### config.mk
export PLATFORM = sky130hd
export DESIGN_NAME = apu_audio_i2s
export DESIGN_NICKNAME = d
export VERILOG_FILES = /design/src/rtl/apu_audio_i2s.sv
export SDC_FILE = /design/constraint.sdc
export NUM_CORES = 1
export LEC_CHECK = 0
export BUFFER_PORTS_ARGS = -buffer_cell sky130_fd_sc_hd__buf_2
export CAP_MARGIN = 20
export CELL_PAD_IN_SITES_DETAIL_PLACEMENT = 1
export CELL_PAD_IN_SITES_GLOBAL_PLACEMENT = 2
export CORE_UTILIZATION = 40
export CTS_CLUSTER_DIAMETER = 30
export DETAILED_ROUTE_END_ITERATION = 6
export PLACE_DENSITY = 0.77
export SLEW_MARGIN = 5
export SYNTH_ARGS = -nofsm -noshare
export SYNTH_HDL_FRONTEND = slang
export SYNTH_SLANG_ARGS = --single-unit
### constraint.sdc
create_clock -name clk -period 2.3 [get_ports clk]
set_input_delay 0.23 -clock clk [delete_from_list [all_inputs] [get_ports clk]]
set_output_delay 0.23 -clock clk [all_outputs]
set_load 0.01 [all_outputs]
### src/rtl/apu_audio_i2s.sv
// Small generic synchronous FIFO with occupancy count; head word is presented combinationally.
// Latency: write visible on rd_dat/count one clk after wr_vld.
// Backpressure: write while full is dropped unless a read fires the same cycle; read while empty is ignored.
module apu_audio_i2s_fifo #(
    parameter int WIDTH      = 16,
    parameter int DEPTH_LOG2 = 2
) (
    input  logic                  clk,
    input  logic                  rst,
    input  logic                  wr_vld,
    input  logic [WIDTH-1:0]      wr_dat,
    input  logic                  rd_rdy,
    output logic [WIDTH-1:0]      rd_dat,
    output logic [DEPTH_LOG2:0]   count
);
    localparam int DEPTH = 1 << DEPTH_LOG2;

    logic [WIDTH-1:0]      mem [DEPTH];
    logic [DEPTH_LOG2-1:0] wr_ptr;
    logic [DEPTH_LOG2-1:0] rd_ptr;
    logic                  full;
    logic                  empty;
    logic                  wr_fire;
    logic                  rd_fire;

    assign empty   = (count == '0);
    assign full    = (count == (DEPTH_LOG2 + 1)'(DEPTH));
    assign rd_fire = rd_rdy && !empty;
    assign wr_fire = wr_vld && (!full || rd_fire);
    assign rd_dat  = mem[rd_ptr];

    always_ff @(posedge clk) begin
        if (wr_fire) begin
            mem[wr_ptr] <= wr_dat;
        end
    end

    always_ff @(posedge clk or posedge rst) begin
        if (rst) begin
            wr_ptr <= '0;
            rd_ptr <= '0;
            count  <= '0;
        end else begin
            if (wr_fire) begin
                wr_ptr <= wr_ptr + 1'b1;
            end
            if (rd_fire) begin
                rd_ptr <= rd_ptr + 1'b1;
            end
            case ({wr_fire, rd_fire})
                2'b10:   count <= count + 1'b1;
                2'b01:   count <= count - 1'b1;
                default: ;
            endcase
        end
    end
endmodule

// Box-filter decimator + 4-deep FIFO + mono I2S serializer for the APU mixer output.
// Latency: sample enters FIFO 1 clk after its last tick; MSB appears one bit after the next frame load.
// Backpressure: none upstream; full FIFO drops samples (overflow), empty FIFO repeats last word (underflow).
module apu_audio_i2s #(
    parameter int DECIM_LOG2 = 5,
    parameter int BCLK_HALF  = 14
) (
    input  logic        clk,
    input  logic        rst,
    input  logic        cpu_clk_en,
    input  logic [15:0] audio_in,
    input  logic        mute,
    output logic        i2s_bclk,
    output logic        i2s_lrclk,
    output logic        i2s_data,
    output logic        overflow,
    output logic        underflow
);
    localparam int ACC_W = 16 + DECIM_LOG2;
    localparam int DIV_W = $clog2(BCLK_HALF);

    logic [ACC_W-1:0]      acc;
    logic [ACC_W-1:0]      acc_sum;
    logic [DECIM_LOG2-1:0] cnt;
    logic                  dec_vld;
    logic [15:0]           dec_dat;

    logic [2:0]            fifo_count;
    logic [15:0]           fifo_head;
    logic                  fifo_empty;
    logic                  fifo_full;
    logic                  fifo_pop;

    logic [DIV_W-1:0]      div;
    logic                  bclk_wrap;
    logic                  bclk_fall;
    logic [4:0]            b;
    logic [4:0]            b_nxt;
    logic                  load;
    logic [15:0]           word;

    assign acc_sum = acc + ACC_W'(audio_in);
    assign dec_vld = cpu_clk_en && (cnt == '1);
    // Offset-binary to two's complement: flip the sign bit.
    assign dec_dat = acc_sum[ACC_W-1 -: 16] ^ 16'h8000;

    always_ff @(posedge clk or posedge rst) begin
        if (rst) begin
            acc <= '0;
            cnt <= '0;
        end else if (cpu_clk_en) begin
            acc <= dec_vld ? '0 : acc_sum;
            cnt <= cnt + 1'b1;
        end
    end

    apu_audio_i2s_fifo #(
        .WIDTH      (16),
        .DEPTH_LOG2 (2)
    ) u_fifo (
        .clk    (clk),
        .rst    (rst),
        .wr_vld (dec_vld),
        .wr_dat (dec_dat),
        .rd_rdy (fifo_pop),
        .rd_dat (fifo_head),
        .count  (fifo_count)
    );

    assign fifo_empty = (fifo_count == 3'd0);
    assign fifo_full  = (fifo_count == 3'd4);

    assign bclk_wrap = (div == DIV_W'(BCLK_HALF - 1));
    assign bclk_fall = bclk_wrap && i2s_bclk;
    assign b_nxt     = b + 5'd1;
    assign load      = bclk_fall && (b == 5'd31);
    // Mute still drains the FIFO so the stream resumes with fresh samples.
    assign fifo_pop  = load && !fifo_empty;

    always_ff @(posedge clk or posedge rst) begin
        if (rst) begin
            div       <= '0;
            b         <= '0;
            word      <= '0;
            i2s_bclk  <= 1'b0;
            i2s_lrclk <= 1'b0;
            i2s_data  <= 1'b0;
        end else begin
            div <= bclk_wrap ? '0 : div + 1'b1;
            if (bclk_wrap) begin
                i2s_bclk <= ~i2s_bclk;
            end
            if (bclk_fall) begin
                // One-bit I2S delay: entering slot b_nxt sends bit 15-(b_nxt-1)%16, i.e. old word LSB at slot 0.
                b         <= b_nxt;
                i2s_lrclk <= b_nxt[4];
                i2s_data  <= word[4'd15 - b[3:0]];
                if (load) begin
                    if (mute) begin
                        word <= '0;
                    end else if (!fifo_empty) begin
                        word <= fifo_head;
                    end
                end
            end
        end
    end

    always_ff @(posedge clk or posedge rst) begin
        if (rst) begin
            overflow  <= 1'b0;
            underflow <= 1'b0;
        end else begin
            if (dec_vld && fifo_full && !fifo_pop) begin
                overflow <= 1'b1;
            end
            if (load && !mute && fifo_empty) begin
                underflow <= 1'b1;
            end
        end
    end
endmodule

# Yosys cells after proc, flatten, opt, wreduce, memory -nomap -nowiden
# Memory sizes are Yosys's and may differ from the RTL's.
# Cells that the tools add are included.
# totals
ff_bits,63
input_bits,20
elab_cells,60
memories,1
out_inout_bits,5
mem_bits_rw,64
# memory_table
name,depth,width,read_ports,rd_ports_with_merged_regs,write_ports,line,text
u_fifo.mem,4,16,1,0,1,18,logic [WIDTH-1:0] mem [DEPTH];
# op_classes
bitwise_logic,2
reduce_logical,18
n_lt_le_gt_ge,1
mux,9
add_sub_neg,9
eq_ne,7
# op_table
operator,count
$mux W16,2
$add A21 B16 Y21,1
$mux W21,1
$add A5 B1 Y5 const B,2
$eq A5 B5 Y1 const B,2
$logic_and A1 B1 Y1,10
$pmux W3 S2,1
$lt A4 B5 Y1 const B,1
$add A2 B1 Y2 const B,2
$add A4 B1 Y4 const B,1
$bmux W1 S4,1
$eq A4 B4 Y1 const B,1
$logic_not A1 Y1,4
$mux W4,1
$sub A4 B4 Y4 const A,1
$add A3 B1 Y3 const B,1
$eq A3 B3 Y1 const B,1
$logic_not A3 Y1,1
$mux W1,3
$reduce_and A3 Y1,1
$sub A3 B1 Y3 const B,1
$eq A2 B1 Y1 const B,1
$eq A2 B2 Y1 const B,1
$ne A2 B2 Y1 const B,1
3 further kinds,4

# Depth between registers and ports, before layout
# Gate-level depths: netlist (run 1).
# logic_depth
word_depth,9
mapped_depth,13
mapped_depth_nobuf,12

# Hierarchy
# From an unflattened synthesis (run 1), not the netlist that was laid out.
# unflattened
hier_cells,452
hier_area_um2,6144.6
# by_module_without_submodules
mod,area_each_um2,cells_each,instances,seq_area_each_um2
apu_audio_i2s,3330.7,315,1,1376.3
apu_audio_i2s_fifo,2813.9,137,1,2097.0

# Worst setup path before layout (run 1)
# No wires, ideal clock.
# synth_path
kind,register to register
start,register acc[0]
end,memory u_fifo.mem[0][13] (data pin)
path_buffers,0
period_less_slack_ps,2434
arrival_ps,2161
stages_incl_launch_ff,11
required_time_ps,2027
setup_ps,273
slack_ps,-134
path_cell_list,dfrtp_1 -> ha_1 -> inv_1 -> fa_1 -> nand2b_2 -> a21oi_2 -> o41a_4 -> a31oi_4 -> o31ai_4 -> nand3_1 -> xnor2_1
# synth_via
elab_chain_cells,1
# synth_lines
item,line,text
"start, declared",80,logic [ACC_W-1:0] acc;
"start signal, assigned",110,acc <= dec_vld ? '0 : acc_sum;
$add A21 B16 Y21,100,assign acc_sum = acc + ACC_W'(audio_in);
via acc_sum[18],81,logic [ACC_W-1:0] acc_sum;
"end, declared",18,
# The timed path passes the listed nets, and every way through them passes these cells.

# Final worst setup path (run 1)
# layout_path
start,register acc[0]
end,memory u_fifo.mem[1][15] (data pin)
# layout_via
elab_chain_cells,2
# layout_lines
item,line,text
$add A21 B16 Y21,100,
$not A1 Y1 (no source line),n/a,
via dec_dat[15],84,logic [15:0] dec_dat;
# The timed path passes the listed nets, and every way through them passes these cells.

==> results of run 1 <==
-- layer usage --
metal  global-route usage  vias up  routed length (um)
met4               0.0700        0                 215
met5                    0        -                   0
met3               0.0429       19                 276
met1                0.238     1912                5910
li1                     -     1731                   -
met2                0.341       49                7290
-- placed cells by master (no fill, tap or decap), types with 4 or more instances in the layout --
| cell type | Yosys | routed |
|---|---|---|
| mux4_2 | 21 | 21 |
| buf_12 | 0 | 5 |
| a21oi_2 | 1 | 5 |
| a21o_1 | 4 | 4 |
| dfrtp_1 | 62 | 62 |
| and2_1 | 6 | 5 |
| nand4_1 | 4 | 4 |
| nor2_1 | 14 | 10 |
| ha_1 | 25 | 15 |
| a22o_1 | 27 | 27 |
| nand2_1 | 35 | 33 |
| nand2b_1 | 5 | 5 |
| clkbuf_16 | 0 | 17 |
| o21ai_0 | 10 | 8 |
| ha_2 | 0 | 8 |
| nand3_1 | 8 | 6 |
| inv_1 | 16 | 13 |
| xor2_1 | 11 | 7 |
| buf_4 | 3 | 49 |
| edfxtp_1 | 64 | 64 |
| clkinv_1 | 1 | 4 |
| buf_2 | 2 | 24 |
| xnor2_1 | 20 | 13 |
| a21oi_1 | 13 | 8 |
| clkinv_2 | 0 | 6 |
| xnor2_2 | 0 | 5 |
-- power breakdown --
part,internal [W],leakage (nW),switching (W)
sequential,0.00303,1.35,0.000257
combinational,0.00152,1.45,0.00178
clock,0.00156,0.269,0.000922
-- worst min-delay path by stage --
stage	start	end	slack, ps	cells past startpoint
4_1_cts	mute	underflow	160	3
3_5_place_dp	rst	div[2]	350	2
6_report	mute	underflow	170	3
3_3_place_gp	rst	div[0]	350	2
5_1_grt	mute	underflow	180	3
2_1_floorplan	mute	underflow	430	2
-- what timing repair did --
action,in CTS,in global routing
setup endpoints to repair,42,63
gates resized for setup,19,41
pin swaps,6,15
buffers inserted,5,11
hold buffers,1,0
endpoints found under the hold margin,28,0
-- cell usage after synthesis (all sizes together), types with 2 or more instances --
cell,number,area (um^2)
a221o,3,30.0
o21ai,10,50.1
a21o,6,47.6
ha,25,313
nand2,36,138
nor3,2,21.3
xor2,11,96.3
a21oi,14,73.8
nor4b,2,17.5
clkbuf,8,31.3
nor4,2,12.5
nand4,4,25.0
edfxtp,64,1920
o221ai,2,17.5
and2,6,37.5
xnor2,20,175
o211ai,2,20.0
mux2,4,45.0
a22o,28,246
mux4,21,473
a211oi,2,15.0
nand3,8,40.0
nor2,14,52.6
nor3b,2,20.0
dfrtp,62,1550
nor2b,2,12.5
o21a,2,15.0
o31ai,2,28.8
and3,3,20.0
buf,6,36.3
inv,16,60.1
nand2b,6,40.0
fa,2,40.0
o21bai,2,15.0
a31oi,4,46.3
-- stage by stage --
stage | setup WS, ps | power (W) | instances | TNS [ps]
CTS | -163 | 0.00871 | 683 | -2510
detailed placement | -269 | 0.00598 | 647 | -4040
floorplan | 11.2 | 0.00499 | 414 | 0
global placement | -40.3 | 0.00579 | 647 | -482
finish | -193 | 0.00906 | 692 | -2580
global route | -248 | 0.00953 | 692 | -4060
-- registers in the layout, summed over array words and instances (netlist names) --
signal,count
u_fifo.mem,64
acc,21
word,16
cnt,5
b,4
div,4
u_fifo.count,3
u_fifo.rd_ptr,2
u_fifo.wr_ptr,2
i2s_bclk,1
i2s_data,1
i2s_lrclk,1
overflow,1
underflow,1
-- cell families after synthesis --
| logic type | count (synthesis) | synth area share |
|---|---|---|
| AOI/OAI and AO/OA | 82 | 0.112 |
| adders and majority gates | 27 | 0.0600 |
| muxes | 26 | 0.0897 |
| buffers and inverters | 31 | 0.0223 |
| xor gates and xnor gates | 31 | 0.0461 |
| DFF | 126 | 0.590 |
| and+or+nand+nor | 91 | 0.0793 |
-- layout make-up --
class | instances | area [um^2]
fillers | 1389 | 6540
inverters | 17 | 63.8
multi-input cells | 257 | 2640
clock inverters | 11 | 101
repair buffers | 81 | 621
clock buffers | 20 | 437
flip-flops and latches | 126 | 3470
well taps | 180 | 225
-- worst reg2reg max path, stage by stage (launching register included) --
cell,delay [ps]
dfrtp_1,350
ha_2,190
inv_2,40
fa_2,340
nand2b_4,170
a21oi_4,170
o41a_4,170
a31oi_4,100
o31ai_4,310
nand2b_1,170
xor2_2,200
==> key figures, run 1 <==
Setup path
  – Crit path from: acc[0]
  – CP Cell Sequence: ha_2, inv_2, fa_2, nand2b_4, a21oi_4, o41a_4, a31oi_4, o31ai_4, nand2b_1, xor2_2
  – Internal reg-to-reg setup slack: -190 ps
  – Reg2reg start: acc[0]
  – Setup crit start kind: register
  – WS Path Type: register to register
  – Crit-path leading delay family: compound AO/OA/AOI/OAI gates
  – Path depth of the worst reg2reg path: 10
  – Critical Path End Type: register
  – RR Endpoint: u_fifo.mem[1][15]
  – CP bufs+invs: 1
  – CP max-delay cell: dfrtp_1
  – Worst setup path end: u_fifo.mem[1][15]
  – Critical Path RT: 2440 ps
  – Maximum net fanout on the critical path: 6
  – Critical Path Stages: 10
  – Worst path max stage delay: 350 ps
  – Arrival @ worst endpoint: 2630 ps

Detailed routing
  – DRT Pass-1 Iters: 4
  – Vias per inst: 5.36
  – 1st-iter DRT viols: 133
  – DRC violations left: 0
  – Final WL: 13700 um
  – Detail Route Antenna Nets: 0
  – Drt wl/cell: 19.8 um
  – Via Count: 3711

Placement
  – Dpl cell area: 6590 um^2
  – HPWL after DPL: 9130 um
  – Placer Congestion: 0.808
  – Port-buffer cells: 24

Power and ir drop
  – Static leakage: 3.07 nW
  – Pwr dens: 1200 nW/um^2
  – Peak VDD IR: 0.630 mV

Timing
  – Layout Skew: 8.09 ps
  – Worst rel slew slack: 0.563
  – Final Critical Period: 2490 ps
  – Slew @ Worst Pin: 654 ps
  – Slew Viols, Final: 0
  – Hold Slack: 169 ps
  – Setup Viol. Count Final: 17
  – Post-route setup slack: -193 ps
  – RSZ-0062 raised after global routing: yes
  – Hold violation total from the final report: 0
  – Final period utilization: 1.08
  – Peak Freq: 401 MHz

Run status
  – Status: finished, violations left
  – Failing checks: setup timing

Logic synthesis
  – Sequential area share after synthesis: 0.590
  – Number of synthesized flops with an enable pin: 64
  – Mapped Area: 5880 um^2
  – Synth async-reset ratio: 0.492
  – Syn_area_per_cell: 14.2 um^2
  – Ys flop type: edfxtp_1
  – Ys Warns: 0
  – Synth Register Bits: 126
  – Post-synth cell types: 61
  – Mapped Nets: 461
  – Syn Inst Count: 414

Clock tree
  – Clock latency on the worst-skew pair: 410 ps
  – CTS Buf Count: 17
  – # clock sinks: 126
  – CTS H-Tree Depth: 4
  – Worst-path clk slew: 50 ps
  – Clock Path Buffers: 2
  – CTS root buf: clkbuf_16
  – TritonCTS clock tree: done

Finish
  – # diodes: 0
  – Post-Layout Inst Area: 7560 um^2
  – Layout area overhead: 28.4%
  – Final layout net count: 547
  – Fin util: 0.536
  – Layout cell share with drive strength beyond 1: 0.381

GRT
  – Initial antenna violation count: 0
  – Total global-route track usage: 0.196
  – Via count of the first global-routing pass: 3967
  – First-pass GRT wire length: 21400 um
  – Largest net degree at the start of global routing: 35
  – Grt total ovfl: 0

Floorplanning
  – Ports: 25
  – Std-Cell Rows: 43
  – Effective utilization at floorplan: 0.417
  – Core area: 14100 um^2
  – Die height: 123 um
  – Die X: 123 um
  – Die ar.: 15200 um^2

Hold path
  – Hold Crit Class: input pin to register

Flow run
  – Max-Cap Viols: 0
(Power assumes the default switching activity.)
==> run 2: changes to the inputs <==
--- a/config.mk
+++ b/config.mk
@@ -9,10 +9,10 @@
 export CAP_MARGIN = 20
 export CELL_PAD_IN_SITES_DETAIL_PLACEMENT = 1
 export CELL_PAD_IN_SITES_GLOBAL_PLACEMENT = 2
-export CORE_UTILIZATION = 40
+export CORE_UTILIZATION = 48
 export CTS_CLUSTER_DIAMETER = 30
 export DETAILED_ROUTE_END_ITERATION = 6
-export PLACE_DENSITY = 0.77
+export PLACE_DENSITY_LB_ADDON = 0.3
 export SLEW_MARGIN = 5
 export SYNTH_ARGS = -nofsm -noshare
 export SYNTH_HDL_FRONTEND = slang
==> constraint.sdc (replaced) <==
create_clock -name clk -period 3.02 [get_ports clk]
set_input_delay 0.302 -clock clk [delete_from_list [all_inputs] [get_ports clk]]
set_output_delay 0.302 -clock clk [all_outputs]
set_load 0.01 [all_outputs]
==> key figures, run 2 (synthesis results as in run 1) <==
Detailed routing
  – Via Count: 3514
  – DRC violations left: 0
  – DRT Pass-1 Iters: 4
  – Vias per inst: 5.74
  – Detail Route Antenna Nets: 0
  – Final WL: 12300 um
  – Drt wl/cell: 20.2 um
  – 1st-iter DRT viols: 155

Placement
  – Cells after DPL: 579
  – Setup WS pre-CTS: 277 ps
  – Port-buffer cells: 24
  – HPWL after DPL: 7900 um
  – Placer Congestion: 0.743

Timing
  – Worst rel slew slack: 0.438
  – Setup Viol. Count Final: 0
  – Slew Viols, Final: 0
  – Hold Slack: 265 ps
  – Setup_tns: 0 ps
  – Layout Skew: 8.62 ps
  – Slew @ Worst Pin: 843 ps
  – Peak Freq: 359 MHz
  – Final period utilization: 0.922
  – RSZ-0062 raised after global routing: no
  – Hold violation total from the final report: 0
  – Final Critical Period: 2780 ps
  – Post-route setup slack: 236 ps

Setup path
  – Critical Path End Type: register
  – Maximum net fanout on the critical path: 7
  – Reg2reg start: acc[0]
  – Crit path from: acc[0]
  – Setup crit start kind: register
  – Critical Path RT: 3200 ps
  – Arrival @ worst endpoint: 2970 ps
  – WS Path Type: register to register

Finish
  – Layout area overhead: 15.5%
  – # diodes: 0
  – Layout cell share with drive strength beyond 1: 0.215
  – Max reg flops: 64
  – Regs by FF count: u_fifo.mem (64), acc (21), word (16)
  – Finished Layout Cells: 612
  – Most frequent cells in the layout: edfxtp_1 (64), dfrtp_1 (62), nand2_1 (35), a22o_1 (27), ha_1 (25)
  – Final layout net count: 499
  – Largest register by flop count: u_fifo.mem
  – Commonest non-fill, non-tap cell in the layout: edfxtp_1
  – # fillers: 1166

GRT
  – Gr busiest metal: met2
  – Grt total ovfl: 0
  – Initial antenna violation count: 0
  – Largest net degree at the start of global routing: 55
  – Met1 global-route usage: 0.280
  – First-pass GRT wire length: 20800 um
  – Via count of the first global-routing pass: 3938
  – GRT met3 Usage: 0.0595
  – Met2 Use GR: 0.371
  – Total global-route track usage: 0.220

Flow run
  – Max-Cap Viols: 0

Clock tree
  – PostCTS Resize Cnt: 0
  – Hold_buf cts: 1
  – # clock sinks: 126
  – Clock latency on the worst-skew pair: 410 ps
  – Clock Path Buffers: 2
  – CTS Buf Count: 17
  – CTS H-Tree Depth: 4
  – CTS root buf: clkbuf_16
  – Worst-path clk slew: 50 ps
  – Post-CTS setup buffers: 0
  – TritonCTS clock tree: done

Power and ir drop
  – Static leakage: 2.76 nW
  – Peak VDD IR: 0.517 mV
  – Pwr dens: 933 nW/um^2

Floorplanning
  – Die height: 113 um
  – Ports: 25
  – Die X: 113 um
  – Std-Cell Rows: 40
  – Effective utilization at floorplan: 0.492
  – Die ar.: 12700 um^2
  – Core area: 12000 um^2

Hold path
  – Hold Crit Class: input pin to register
  – HP Start: mute

Run status
  – Status: complete, no violations
run 2: metrics by stage:
stage / power [W] / util / area [um^2]
detailed placement: 0.00424 / 0.517 / 6180
finish: 0.00634 / 0.568 / 6800
global placement: 0.00413 / 0.517 / 6180
CTS: 0.00640 / 0.568 / 6800
floorplan: 0.00378 / - / 5880
global route: 0.00668 / 0.568 / 6800
run 2: cell type report:
cell class	instances	area [um^2]	share of cell area
flip-flops and latches	126	3470	0.511
clock inverters	13	171	0.0252
repair buffers	33	190	0.0280
inverters	17	63.8	0.00939
multi-input cells	257	2280	0.335
clock buffers	19	433	0.0637
well taps	147	184	0.0271
run 2: worst max-delay path, cell delays in order, from the launching register on:
cell and delay [ps]:
dfrtp_1 350, ha_1 160, inv_1 60, fa_1 370, nand2b_2 220, a21oi_2 180
o41a_4 190, a31oi_4 110, o31ai_4 400, nand3_1 170, xnor2_1 340
run 2: final timing paths:
kind / cells after the start / slack (ps) / end
worst max-delay path: 10 / 240 / u_fifo.mem[1][13]
worst min-delay path: 3 / 270 / underflow
worst max register to register: 10 / 240 / u_fifo.mem[1][13]
worst min register to register: 1 / 480 / overflow
max in group asynchronous: 4 / 1670 / acc[19]
min in group asynchronous: 3 / 340 / u_fifo.rd_ptr[0]
run 2: power by group:
part / leakage (nW) / internal (W) / switching (W) / total, W
clock network: 0.293 / 0.00137 / 0.000733 / 0.00210
logic: 1.12 / 0.000679 / 0.00107 / 0.00175
registers: 1.35 / 0.00231 / 0.000172 / 0.00248
total: 2.76 / 0.00436 / 0.00198 / 0.00634
run 2: routing by layer:
layer | part of all wire | up-vias
met2 | 0.51 | 48
li1 | - | 1644
met4 | 0.011 | 0
met3 | 0.025 | 13
met5 | 0 | -
met1 | 0.45 | 1809
